[src/rtl/nibble_serial_adder_ctrl.sv]
// Nibble-serial WIDTH-bit add/subtract sequencer.
// One shared 4-bit ripple adder, LSB nibble first.

module ripple_carry_adder (
  input  logic [3:0] a,
  input  logic [3:0] b,
  input  logic       cin,
  output logic [3:0] s,
  output logic       cout
);

  logic [4:0] c;

  // carry chain through four full adders
  always_comb begin
    c    = '0;
    s    = '0;
    c[0] = cin;
    for (int i = 0; i < 4; i++) begin
      s[i]   = a[i] ^ b[i] ^ c[i];
      c[i+1] = (a[i] & b[i])
             | (a[i] & c[i])
             | (b[i] & c[i]);
    end
    cout = c[4];
  end

endmodule

module nibble_serial_adder_ctrl #(
  parameter int WIDTH = 16
) (
  input  logic             clk,
  input  logic             rst,
  input  logic             in_valid,
  output logic             in_ready,
  input  logic [WIDTH-1:0] a,
  input  logic [WIDTH-1:0] b,
  input  logic             cin,
  input  logic             sub,
  output logic             out_valid,
  input  logic             out_ready,
  output logic [WIDTH-1:0] sum,
  output logic             cout,
  output logic             overflow
);

  localparam int NIBBLES = WIDTH / 4;
  localparam int IW =
    (NIBBLES > 1) ? $clog2(NIBBLES) : 1;
  localparam logic [IW-1:0] LAST =
    IW'(NIBBLES - 1);

  typedef enum logic [1:0] {
    IDLE = 2'd0,
    RUN  = 2'd1,
    DONE = 2'd2
  } state_t;

  state_t state;
  state_t state_nxt;

  logic [WIDTH-1:0] a_reg;
  logic [WIDTH-1:0] b_reg;
  logic             carry_reg;
  logic [IW-1:0]    idx;
  logic [WIDTH-1:0] sum_reg;
  logic             cout_reg;
  logic             ovf_reg;

  logic [WIDTH-1:0] a_sh;
  logic [WIDTH-1:0] b_sh;
  logic [3:0]       sl_a;
  logic [3:0]       sl_b;
  logic [3:0]       sl_s;
  logic             sl_c;
  logic             accept;
  logic             last;
  logic             ovf_nxt;

  // current nibble of each operand
  always_comb begin
    a_sh = a_reg >> {idx, 2'b00};
    b_sh = b_reg >> {idx, 2'b00};
    sl_a = a_sh[3:0];
    sl_b = b_sh[3:0];
  end

  ripple_carry_adder u_rca (
    .a    (sl_a),
    .b    (sl_b),
    .cin  (carry_reg),
    .s    (sl_s),
    .cout (sl_c)
  );

  // signed overflow from operand signs vs top slice sign
  always_comb begin
    ovf_nxt =
      (a_reg[WIDTH-1] == b_reg[WIDTH-1]) &&
      (sl_s[3] != a_reg[WIDTH-1]);
  end

  // state register
  always_ff @(posedge clk or posedge rst) begin
    if (rst) state <= IDLE;
    else     state <= state_nxt;
  end

  // next state and handshake outputs
  always_comb begin
    state_nxt = state;
    in_ready  = 1'b0;
    out_valid = 1'b0;
    accept    = 1'b0;
    last      = 1'b0;
    unique case (state)
      IDLE: begin
        in_ready = 1'b1;
        accept   = in_valid;
        if (in_valid) state_nxt = RUN;
      end
      RUN: begin
        last = (idx == LAST);
        if (last) state_nxt = DONE;
      end
      DONE: begin
        out_valid = 1'b1;
        if (out_ready) state_nxt = IDLE;
      end
      default: state_nxt = IDLE;
    endcase
  end

  // operand capture and per-nibble datapath
  always_ff @(posedge clk or posedge rst) begin
    if (rst) begin
      a_reg     <= '0;
      b_reg     <= '0;
      carry_reg <= 1'b0;
      idx       <= '0;
      sum_reg   <= '0;
      cout_reg  <= 1'b0;
      ovf_reg   <= 1'b0;
    end else if (accept) begin
      a_reg     <= a;
      b_reg     <= sub ? ~b : b;
      carry_reg <= sub ? 1'b1 : cin;
      idx       <= '0;
      sum_reg   <= '0;
    end else if (state == RUN) begin
      sum_reg[{idx, 2'b00} +: 4] <= sl_s;
      carry_reg <= sl_c;
      idx       <= idx + 1'b1;
      if (last) begin
        cout_reg <= sl_c;
        ovf_reg  <= ovf_nxt;
      end
    end
  end

  assign sum      = sum_reg;
  assign cout     = cout_reg;
  assign overflow = ovf_reg;

endmodule

[config.mk]
export PLATFORM = sky130hd
export DESIGN_NAME = nibble_serial_adder_ctrl
export DESIGN_NICKNAME = d
export VERILOG_FILES = /design/src/rtl/nibble_serial_adder_ctrl.sv
export SDC_FILE = /design/constraint.sdc
export NUM_CORES = 1
export LEC_CHECK = 0
export CELL_PAD_IN_SITES_DETAIL_PLACEMENT = 1
export CELL_PAD_IN_SITES_GLOBAL_PLACEMENT = 2
export CORE_MARGIN = 10
export CORE_UTILIZATION = 35
export CTS_BUF_LIST = sky130_fd_sc_hd__clkbuf_8
export CTS_CLUSTER_DIAMETER = 60
export CTS_CLUSTER_SIZE = 30
export DETAILED_ROUTE_END_ITERATION = 16
export PLACE_DENSITY = 0.93
export SYNTH_ARGS = -nofsm -noshare
export SYNTH_HDL_FRONTEND = slang
export SYNTH_SLANG_ARGS = --single-unit
export TNS_END_PERCENT = 50
[constraint.sdc]
create_clock -name clk -period 5.8 [get_ports clk]
set_clock_uncertainty 0.15 [all_clocks]
set_input_delay 1.16 -clock clk [delete_from_list [all_inputs] [get_ports clk]]
set_output_delay 1.16 -clock clk [all_outputs]
set_load 0.05 [all_outputs]
==> impl_metrics.csv <==
group,metric,value,unit
outcome,run_status,"finished clean",
setup_path,timing.critical_path.buf_inv,2,
setup_path,cp_arrival,3.88,ns
power,power.density_cell_area,599,nW/um2
timing,period_share,66.1,%
clocking,hold_buffers,0,
power,power,2.04,mW
floorplan,num_rows,31,
detailed_routing,drtAntennaViolNets,0,
synth,sequential_to_total_area_share_from_yosys_stat,51.5,%
place,hpwl,4920,um
timing,drv_slew,0,
timing,max_clock_freq,261,MHz
floorplan,core,7330,um2
clocking,postCtsSetupRepairBufs,0,
synth,synth_most_common_cell,"sky130_fd_sc_hd__nand2_1",
synth,yosysUniqueCellTypes,33,
synth,syn-cell-area,2670,um2
setup_path,worst_r2r_path_depth,9,
detailed_routing,drt_pre_antenna_iters,4,
detailed_routing,drt_drc_violations_left,0,
synth,post-synth-top-area-fraction,51.5,%
synth,synthTopCellsByArea,"sky130_fd_sc_hd__dfrtp_1, sky130_fd_sc_hd__nand2_1, sky130_fd_sc_hd__mux4_2",
place,preCtsSetupSlack,1.99,ns
min_path,worst_hold_path.num_cells,2,
timing,worst_pin_slew,1.14,ns
timing,layout_min_cycle_time,3.83,ns
clocking,cts_sinks,55,
finish,num-fill-cells,818,
place,gp_congestion,0.774,
setup_path,critical_path.slowest_cell,"sky130_fd_sc_hd__dfrtp_1",
min_path,min_delay_worst_endpoint,"b_reg[8]",
power,leakage,1.49,nW
grt,antenna_found_initial,0,
timing,grt_setup_unrepaired,"false",
grt,grt_pass1_wl,11200,um
synth,synth-edff-count,0,
finish,area_of_combinational_cells_with_multiple_inputs,1180,um2
setup_path,startpoint_type,"flop",
detailed_routing,wl_per_cell,15.9,um
timing,finalSetupViolCount,0,
setup_path,critical_path.startpoint,"idx[0]",
grt,grt_pass1_vias,2222,
min_path,holdCritPathClass,"flop to flop",
clocking,cts_max_level,2,
clocking,clock-root-buffer,"sky130_fd_sc_hd__clkbuf_8",
clocking,cts_buffers,5,
finish,final_layout_size_suffix_gt1_share,6.82,%
place,port-buffer-count,57,
timing,relative_slew_margins,23.5,%
floorplan,die_w,107,um
synth,ys_dominant_reg_cell,"sky130_fd_sc_hd__dfrtp_1",
timing,timing.final.ws_setup,1.97,ns
setup_path,timing.rr.end,"sum[15]",
clocking,clockBufferDepth,2,
grt,globalRoute.totalOverflow,0,
detailed_routing,detail_route.wirelength,6490,um
synth,syn_nets,303,
floorplan,num_io_pins,58,
setup_path,worstPathRequired,5.85,ns
grt,grt_start_max_net_pins,56,
detailed_routing,route.detailed.vias_per_inst,4.83,
job,drv_cap,0,
setup_path,critPathMaxStageDelay,0.83,ns
setup_path,setup.reg_to_reg.worst_slack,1.97,ns
floorplan,floorplan.initialDensity,36.4,%
setup_path,worst_path_most_repeated_cell,"sky130_fd_sc_hd__fa_1",
setup_path,worst-path-max-fanout,17,
synth,synth_top_cell_by_area,"sky130_fd_sc_hd__dfrtp_1",
timing,totalNegativeSetupSlack,0,ns
detailed_routing,num_vias,1965,
clocking,clk_pin_slew,0.09,ns
synth,synth_warnings,0,
finish,antenna_cells_inserted,0,
finish,regArea,1380,um2
synth,syn_area_per_cell,10.4,um2
setup_path,worst_path_cell_chain,"mux4_2 > fa_1 > inv_1 > fa_1 > fa_1 > inv_1 > fa_1 > or3b_1 > o32ai_1",
min_path,timing.hold.worst.start,"b_reg[8]",
finish,finish.net_count,354,
timing,final_hold_viol_count,0,
synth,ys_async_sr_fraction,100,%
setup_path,worstSetupEndpointType,"flop",
floorplan,chipHeight,107,um
setup_path,r2r_start,"idx[0]",
synth,netlist_top_cells_count,"sky130_fd_sc_hd__nand2_1, sky130_fd_sc_hd__dfrtp_1, sky130_fd_sc_hd__o21ai_0, sky130_fd_sc_hd__xnor2_1, sky130_fd_sc_hd__inv_1",
floorplan,fp.dieArea,11500,um2
synth,yosys_register_bits,55,
synth,synthesis.instances,257,
detailed_routing,drt_first_iter_violations,53,
clocking,tritoncts,"built",
setup_path,timing.critical_path.max_delay_family,"adder cells",
grt,track_usage,11.7,%
clocking,cts.repair.resized,0,
clocking,clock_latency,0.30,ns
finish,signed_area_change_from_the_synthesized_netlist_to_the_final_layout,27.4,%
power,vdd_ir_drop_max,0.000211,V
setup_path,crit_path_category,"flop to flop",
==> worst register-to-register path, cell delays in order (launching register included) <==
cell and delay [ns]:
sky130_fd_sc_hd__dfrtp_1 0.83, sky130_fd_sc_hd__mux4_2 0.61, sky130_fd_sc_hd__fa_1 0.39, sky130_fd_sc_hd__inv_1 0.07, sky130_fd_sc_hd__fa_1 0.22, sky130_fd_sc_hd__fa_1 0.19
sky130_fd_sc_hd__inv_1 0.05, sky130_fd_sc_hd__fa_1 0.56, sky130_fd_sc_hd__or3b_1 0.39, sky130_fd_sc_hd__o32ai_1 0.27
==> placed cells by master, fill, tap and decap left out, types with 4 or more instances in the layout <==
cell type                         count
sky130_fd_sc_hd__dfrtp_1             55
sky130_fd_sc_hd__nand3_1              6
sky130_fd_sc_hd__xnor2_1             16
sky130_fd_sc_hd__o2bb2ai_1            6
sky130_fd_sc_hd__inv_1               14
sky130_fd_sc_hd__clkbuf_8             6
sky130_fd_sc_hd__mux4_2               8
sky130_fd_sc_hd__nand2_1             70
sky130_fd_sc_hd__fa_1                 4
sky130_fd_sc_hd__ha_1                 4
sky130_fd_sc_hd__nand2b_1             4
sky130_fd_sc_hd__clkdlybuf4s50_1     57
sky130_fd_sc_hd__o21ai_0             21
==> logic make-up (layout without fill, tap and decap cells) <==
| group | count (synthesis) | count (layout) | share of synthesized area (%) |
|---|---|---|---|
| buf+inv | 29 | 80 | 4.45 |
| mux | 9 | 9 | 7.17 |
| xor+xnor | 16 | 16 | 5.25 |
| simple gates | 98 | 98 | 16.6 |
| flops | 55 | 55 | 51.5 |
| fa+ha+maj | 8 | 8 | 4.87 |
| compound gates | 42 | 42 | 10.1 |
==> power breakdown <==
| part | total (mW) | switching [mW] | leakage, nW | internal [mW] |
|---|---|---|---|---|
| combinational | 1.12 | 0.659 | 0.741 | 0.459 |
| sequential | 0.709 | 0.157 | 0.705 | 0.552 |
| clock | 0.211 | 0.117 | 0.0470 | 0.0941 |
==> routing by layer <==
metal	wire length, um	vias up	track usage [%]
met4	31	0	2.86
met1	2980	951	14.7
met3	274	4	2.93
met2	3200	49	19.8
li1	-	961	-
met5	0	-	0
==> metrics by stage <==
stage               area (um2)  hold slack (ns)  std cells  util, %
finish                    3400            0.333        407     46.4
global route              3400            0.369        407     46.4
CTS                       3400            0.340        407     46.4
detailed placement        3320            0.318        400     45.2
global placement          3320            0.307        400     45.2
floorplan                 2670            0.290        257        -
==> worst max-delay path by stage <==
stage | end | slack (ns) | cells after the start
global route | sum[15] | 1.72 | 9
finish | sum[15] | 1.97 | 9
CTS | sum[15] | 1.95 | 9
global placement | sum[15] | 2.08 | 9
floorplan | sum[15] | 2.32 | 10
detailed placement | sum[15] | 1.99 | 9
==> area by class of cell <==
type                    instances  area share, %
flip-flops and latches         55           40.4
inverters                      15           1.65
multi-input cells             173           34.7
clock buffers                   6           2.43
well taps                      99           3.64
clock inverters                 1          0.147
repair buffers                 58           17.0
Power figures use the tool's default switching activity.
